$ cat config.mk
export PLATFORM = sky130hd
export DESIGN_NAME = md_unit
export DESIGN_NICKNAME = d
export VERILOG_FILES = /design/src/rtl/md_pkg.sv /design/src/rtl/md_step.sv /design/src/rtl/md_unit.sv
export SDC_FILE = /design/constraint.sdc
export NUM_CORES = 1
export LEC_CHECK = 0
export CAP_MARGIN = 20
export CORE_ASPECT_RATIO = 1.5
export CORE_UTILIZATION = 50
export CTS_CLUSTER_SIZE = 16
export DETAILED_ROUTE_END_ITERATION = 16
export GPL_TIMING_DRIVEN = 0
export HOLD_SLACK_MARGIN = 0.03
export PLACE_DENSITY = 0.74
export SLEW_MARGIN = 25
export SYNTH_ARGS = -nofsm -noshare
export SYNTH_HDL_FRONTEND = slang
export SYNTH_HIERARCHICAL = 1
export SYNTH_SLANG_ARGS = --single-unit
$ cat constraint.sdc
create_clock -name i_clk -period 3.2 [get_ports i_clk]
set_input_delay 0.64 -clock i_clk [delete_from_list [all_inputs] [get_ports i_clk]]
set_output_delay 0.64 -clock i_clk [all_outputs]
set_load 0.005 [all_outputs]
$ cat src/rtl/md_pkg.sv
// Shared encodings, state enum and helpers for the md_unit multiply/divide block.
// The optional single-cycle multiplier is enabled in md_unit by defining MD_FAST_MUL_EN.
package md_pkg;

    localparam logic [1:0] MD_MULT  = 2'b00;
    localparam logic [1:0] MD_MULTU = 2'b01;
    localparam logic [1:0] MD_DIV   = 2'b10;
    localparam logic [1:0] MD_DIVU  = 2'b11;

    typedef enum logic [1:0] {
        MD_IDLE = 2'b00,
        MD_CALC = 2'b01,
        MD_FIX  = 2'b10
    } md_state_e;

    localparam int          MD_ITER    = 32;
    localparam logic [31:0] MD_DIV0_LO = 32'hFFFF_FFFF;

    // Magnitude of a value that is two's complement only when en is set
    function automatic logic [31:0] md_abs(input logic [31:0] v, input logic en);
        return (en && v[31]) ? (32'd0 - v) : v;
    endfunction

endpackage

$ cat src/rtl/md_step.sv
// One shift-add multiply or restoring-divide iteration over the packed {hi,lo} accumulator.
module md_step
    import md_pkg::*;
(
    input  logic [63:0] acc_in,
    input  logic [31:0] operand,
    input  logic        is_div,
    output logic [63:0] acc_out,
    output logic        q_bit
);

    logic [32:0] sum_s;
    logic [32:0] shl_s;
    logic [31:0] diff_s;

    // Multiply shifts right with carry; divide shifts left and leaves bit 0 for the quotient bit
    always_comb begin
        sum_s   = {1'b0, acc_in[63:32]} + {1'b0, (acc_in[0] ? operand : 32'd0)};
        shl_s   = acc_in[63:31];
        diff_s  = shl_s[31:0] - operand;
        q_bit   = 1'b0;
        acc_out = {sum_s, acc_in[31:1]};
        if (is_div) begin
            q_bit   = (shl_s >= {1'b0, operand});
            acc_out = {(q_bit ? diff_s : shl_s[31:0]), acc_in[30:0], 1'b0};
        end else begin
            q_bit   = 1'b0;
            acc_out = {sum_s, acc_in[31:1]};
        end
    end

endmodule

$ cat src/rtl/md_unit.sv
// Iterative MULT/MULTU/DIV/DIVU unit with architectural HI/LO registers.
// Define MD_FAST_MUL_EN to resolve multiplies in a single cycle via a direct product.
module md_unit
    import md_pkg::*;
(
    input  logic        i_clk,
    input  logic        i_rst_n,
    input  logic        i_start,
    input  logic [1:0]  i_op,
    input  logic [31:0] i_rs,
    input  logic [31:0] i_rt,
    input  logic        i_hi_we,
    input  logic        i_lo_we,
    input  logic [31:0] i_wdata,
    output logic        o_busy,
    output logic        o_done,
    output logic [31:0] o_hi,
    output logic [31:0] o_lo
);

    localparam logic [4:0] LAST_CNT = 5'(MD_ITER - 1);

    md_state_e   state_r, state_s;
    logic [4:0]  cnt_r;
    logic [63:0] acc_r;
    logic [31:0] b_r;
    logic [31:0] a_r;
    logic        div_r, div0_r, neg_q_r, neg_rem_r;
    logic [31:0] hi_r, lo_r;
    logic        busy_r, busy_s, done_r, done_s;
    logic        signed_s;
    logic [63:0] step_acc_s;
    logic        q_bit_s;

    assign signed_s = ~i_op[0];

`ifdef MD_FAST_MUL_EN
    logic [63:0] fast_prod_s;
    // Sign-extending per op lets one truncated 64-bit product serve both MULT and MULTU
    assign fast_prod_s = {{32{signed_s & i_rs[31]}}, i_rs} * {{32{signed_s & i_rt[31]}}, i_rt};
`endif

    md_step u_step (
        .acc_in  (acc_r),
        .operand (b_r),
        .is_div  (div_r),
        .acc_out (step_acc_s),
        .q_bit   (q_bit_s)
    );

    // State register plus registered busy/done flags
    always_ff @(posedge i_clk) begin
        if (!i_rst_n) begin
            state_r <= MD_IDLE;
            busy_r  <= 1'b0;
            done_r  <= 1'b0;
        end else begin
            state_r <= state_s;
            busy_r  <= busy_s;
            done_r  <= done_s;
        end
    end

    // Next-state logic
    always_comb begin
        state_s = state_r;
        case (state_r)
            MD_IDLE: begin
                if (i_start) begin
`ifdef MD_FAST_MUL_EN
                    state_s = i_op[1] ? MD_CALC : MD_FIX;
`else
                    state_s = MD_CALC;
`endif
                end else begin
                    state_s = MD_IDLE;
                end
            end
            MD_CALC: begin
                if (cnt_r == LAST_CNT) begin
                    state_s = MD_FIX;
                end else begin
                    state_s = MD_CALC;
                end
            end
            MD_FIX:  state_s = MD_IDLE;
            default: state_s = MD_IDLE;
        endcase
    end

    // Output decode; busy follows the upcoming state so the flag itself is a flop
    always_comb begin
        busy_s = (state_s != MD_IDLE);
        done_s = (state_r == MD_FIX);
    end

    // Operand capture, iteration, sign fix-up and HI/LO writes
    always_ff @(posedge i_clk) begin
        if (!i_rst_n) begin
            cnt_r     <= 5'd0;
            acc_r     <= 64'd0;
            b_r       <= 32'd0;
            a_r       <= 32'd0;
            div_r     <= 1'b0;
            div0_r    <= 1'b0;
            neg_q_r   <= 1'b0;
            neg_rem_r <= 1'b0;
            hi_r      <= 32'd0;
            lo_r      <= 32'd0;
        end else begin
            case (state_r)
                MD_IDLE: begin
                    if (i_start) begin
                        cnt_r     <= 5'd0;
                        acc_r     <= {32'd0, md_abs(i_rs, signed_s)};
                        b_r       <= md_abs(i_rt, signed_s);
                        a_r       <= i_rs;
                        div_r     <= i_op[1];
                        div0_r    <= i_op[1] & (i_rt == 32'd0);
                        neg_q_r   <= signed_s & (i_rs[31] ^ i_rt[31]);
                        neg_rem_r <= signed_s & i_rs[31];
`ifdef MD_FAST_MUL_EN
                        if (!i_op[1]) begin
                            acc_r   <= fast_prod_s;
                            neg_q_r <= 1'b0;
                        end else begin
                            acc_r   <= {32'd0, md_abs(i_rs, signed_s)};
                        end
`endif
                    end else begin
                        if (i_hi_we) begin
                            hi_r <= i_wdata;
                        end else begin
                            hi_r <= hi_r;
                        end
                        if (i_lo_we) begin
                            lo_r <= i_wdata;
                        end else begin
                            lo_r <= lo_r;
                        end
                    end
                end
                MD_CALC: begin
                    cnt_r <= cnt_r + 5'd1;
                    acc_r <= {step_acc_s[63:1], step_acc_s[0] | q_bit_s};
                end
                MD_FIX: begin
                    if (!div_r) begin
                        {hi_r, lo_r} <= neg_q_r ? (64'd0 - acc_r) : acc_r;
                    end else if (div0_r) begin
                        hi_r <= a_r;
                        lo_r <= MD_DIV0_LO;
                    end else begin
                        lo_r <= neg_q_r   ? (32'd0 - acc_r[31:0])  : acc_r[31:0];
                        hi_r <= neg_rem_r ? (32'd0 - acc_r[63:32]) : acc_r[63:32];
                    end
                end
                default: begin
                    cnt_r <= 5'd0;
                end
            endcase
        end
    end

    assign o_busy = busy_r;
    assign o_done = done_r;
    assign o_hi   = hi_r;
    assign o_lo   = lo_r;

endmodule

==> summary.txt <==
Run status
  – Outcome: finished, violations left
  – Failing checks: setup timing

Clock network
  – CTS root buffer: clkbuf_16
  – CTS tree: done
  – Clock Tree Buf Depth: 3
  – Worst-path clk slew: about 0.070 ns
  – H-tree Lvls: 1
  – TritonCTS buffer count: 24
  – CTS sink count: between 200 and 250
  – Worst-Skew Late Latency: 0.59 ns
  – Hold-fix buffers, CTS: 0

Yosys
  – Multiplexer share of the synthesized area: about 3.4%
  – Yosys warning count: 6
  – Mean area per synthesized cell: 7.367 sq um
  – Post-Synth Simple-Gate Area: 22.51%
  – Post-synthesis compound-gate area fraction: between 20% and 30%
  – Largest family of logic cells by synthesized area: compound AO/OA/AOI/OAI gates
  – Synth Area in Adders: roughly 5.5%
  – Netlist Area Pre-Place: ~17000 sq um
  – Sequential area share after synthesis: approximately 25%
  – Cell count after synthesis: 2249
  – Post-Synth XOR/XNOR Area: a little under a tenth
  – EDFF count, synth: 0
  – Mapped Nets: roughly 2.4k
  – FFs w/ async S/R, synth: 0%
  – Flops & latches, synth: 205
  – Top_reg_cell synth: dfxtp_1
  – Yosys cell types: 86

Routing
  – Iteration-0 DRC Markers: roughly 2.3k
  – Routed vias: 20.25k
  – DR pass1 iterations: 6
  – DRC: 0
  – Vias/cell: about 7.0
  – ANT nets after route: 0
  – Routed wire length: about 86 mm
  – WL/cell: between 20 and 30 microns

STA
  – Final Cycle Share: 105.7%
  – Slew Limit Fails: 0
  – Slew HR: between 10% and 20%
  – Setup WS post-layout: -0.1813 ns
  – Slew @ Worst Pin: between 1 and 1.5 ns
  – Max frequency: approximately 300 MHz
  – Setup-violating endpoint count in the final report: 34
  – Hold Fails Final Rpt: 0
  – Clock skew: roughly 0.04 ns
  – RSZ-0062 raised after global routing: true
  – Final Critical Period: around 3.4 ns

Pwr
  – Worst VDD drop: around 0.44 mV
  – Power per cell area: between 400 and 500 nW/um^2
  – NetSw: around 3.7 mW
  – Pleak: 7.740 nW
  – Combinational Power Share: a little over a third
  – Share of power burned in registers: roughly 34%
  – Int Power: between 5 and 6 mW
  – Clock power share: between 30 and 40%
  – Switching share of power: between 30% and 40%

Worst setup path
  – Slowest cell on the critical path: a2111oi_4
  – Worst Path Class, Setup: reg2reg
  – Worst-path fanout max: 6
  – Worst stage delay on the critical path: about 0.55 ns
  – Crit end category: register
  – Buf+Inv Stages, Crit Path: 3
  – Crit path DAT: a little under 4 ns
  – CP Launch Type: register
  – Worst path cell trace: inv_4 -> ha_4 -> nor2b_4 -> o31a_1 -> o31ai_4 -> a2111oi_4 -> nor2_4 -> o31ai_4 -> buf_6 -> buf_12 -> o311ai_4 -> a221oi_2 -> a22oi_1 -> nor2_1
  – Top Family by Delay on Critical Path: compound AO/OA/AOI/OAI gates
  – Critical path required time: about 3.7 ns
  – CP dominant cell by count: o31ai_4

GRT
  – Antenna violations before repair: 7
  – Tot GR Track Use: 49.57%
  – Pin count of the biggest net entering global routing: 15
  – Vias in the first global route: a little under 20k
  – Global-route wire length before repair: ~120 mm
  – Gr ovfl total: 0

Floorplanning
  – DIE WIDTH: about 150 microns
  – I/O pin count: 169
  – Row Count: 81
  – Die area: between 30000 and 40000 sq um
  – Core region area: about 33000 sq um
  – Starting density of the core: approximately 51%
  – Die H: around 220 microns

Cells and area
  – Layout cells sized above 1: 14.27%
  – Finished Core Util: between 60% and 70%
  – Layout Cells excl Fill: roughly 2.9k
  – P&R area growth vs syn: 27.47%
  – Final nets: 2654

Placed design
  – Gpl congestion: 1.088
  – IO buf count: 167
  – Post-DP HPWL: around 63 mm
  – Placed cell count: around 2.8k

Min path
  – HP Class: reg2reg

Flow run
  – Max-capacitance violation count: 0
==> tightest hold or removal path, delay by kind of cell (launching register included) <==
kind	cells	cell delay (ns)
flip-flops	1	0.31
AND/OR/NAND/NOR	2	0.09
==> cell type report <==
| class | count | area, sq um |
|---|---|---|
| Sequential cell | 205 | 4194 |
| Tap cell | 415 | 519.2 |
| Antenna cell | 1 | 2.502 |
| Fill cell | 2930 | 11510 |
| Timing Repair Buffer | 217 | 2133 |
| Buffer | 148 | 679.4 |
| Clock buffer | 29 | 659.4 |
| Multi-Input combinational cell | 1812 | 12520 |
| Clock inverter | 12 | 133.9 |
| Inverter | 71 | 274.0 |
==> cell usage in the layout, fill, tap and decap left out, drive strengths merged, types with 34 or more instances in the layout <==
cell type / instances
nor3: 55
clkdlybuf4s50: 167
xor2: 56
buf: 74
mux2: 36
nor2: 214
ha: 70
nor4: 36
xnor2: 115
nand3: 48
o31ai: 35
a22oi: 54
nand2: 256
a211oi: 35
o21ai: 148
clkbuf: 151
inv: 72
and2: 37
a21oi: 200
o211ai: 34
dfxtp: 205
==> logic make-up (layout without fill, tap and decap cells) <==
group,after synthesis,in the layout
compound gates,738,738
xor+xnor,171,171
fa+ha+maj,72,72
buf+inv,232,477
flops,205,205
mux,52,52
other cells,0,1
simple gates,779,779
==> worst paths after layout <==
path	to	from	depth (start not counted)	slack [ns]
max	acc_r[61]	b_r[1]	14	-0.18
min	o_lo[11]	o_lo[11]	2	0.44
max reg2reg	acc_r[61]	b_r[1]	14	-0.18
min reg2reg	o_lo[11]	o_lo[11]	2	0.44
==> routing by layer <==
layer	vias up	part of all wire [%]	track usage [%]
met1	9461	32	50.55
met2	1455	44	78.40
li1	8708	-	-
met3	613	11	13.79
met5	-	0.094	0.1515
met4	12	13	52.00
==> stage by stage <==
| step | power [mW] | instance area [sq um] | hold WS, ns | TNS (ns) | setup WS, ns |
|---|---|---|---|---|---|
| 3_3_place_gp | 5.800 | 18760 | 0.4295 | -53.95 | -1.270 |
| 5_1_grt | 9.592 | 21120 | 0.4665 | -7.477 | -0.3261 |
| 4_1_cts | 8.814 | 20280 | 0.4450 | -0.02131 | -0.01108 |
| 3_5_place_dp | 5.828 | 18770 | 0.4373 | -56.12 | -1.300 |
| 6_report | 9.344 | 21120 | 0.4427 | -2.292 | -0.1813 |
| 2_1_floorplan | 4.697 | 16570 | 0.4332 | 0 | 0.08638 |
==> flip-flops by register name (all words and copies together), names as in the netlist <==
signal,count
cnt_r,5
a_r,32
o_busy,1
o_done,1
o_lo,32
div0_r,1
div_r,1
acc_r,64
o_hi,32
state_r,2
b_r,32
neg_q_r,1
neg_rem_r,1
==> synthesized netlist by cell type, types with 6 or more instances <==
cell      number  area share [%]
mux2i_1       16            0.97
nor3b_1        6            0.27
xnor2_1      115             6.1
a211oi_1      34             1.5
o21a_1        13            0.59
and2_1        37             1.4
ha_1          70             5.3
nor4_2         6            0.45
o21ai_0      134             4.0
dfxtp_1      205              25
o31a_1         9            0.48
buf_2          9            0.27
nor3_1        55             1.7
a22oi_1       54             2.4
inv_1         68             1.5
mux2_2        36             2.4
o22ai_1       19            0.72
nor2_1       213             4.8
o21bai_1      11            0.50
a21oi_1      200             6.0
o221ai_1      32             1.7
or2_2          6            0.23
nor2b_1       16            0.60
and3_1        12            0.45
a221oi_1      11            0.58
o21ai_1       14            0.42
a21o_1        31             1.4
o211ai_1      34             1.5
xor2_1        56             3.0
nand2b_1      14            0.53
nand4_1       22            0.83
a31oi_1       32             1.2
nand3_1       48             1.4
clkbuf_1     135             3.1
o31ai_1       31             1.4
o41ai_1       18            0.95
a41oi_1       10            0.53
nor4_1        28             1.1
or3_1         21            0.79
or4_1         21            0.95
buf_1         16            0.36
nand2_1      256             5.8
==> power by group through the flow <==
stage                     clock [mW]  sequential [mW]  combinational (mW)
after floorplan                    0             2.94                1.75
after global placement             0             3.14                2.66
after detailed placement           0             3.14                2.68
after CTS                       2.83             3.09                2.90
after global routing            2.92             3.15                3.53
final                           2.85             3.16                3.34
==> repair_timing <==
item | in CTS | in global routing
endpoints found under the hold margin | 0 | 0
pin swaps | 29 | 93
resized for setup | 148 | 170
cloned | 1 | 3
setup buffers | 23 | 22
setup endpoints to repair | 84 | 69
No activity file was read; power rests on OpenSTA's default activity.
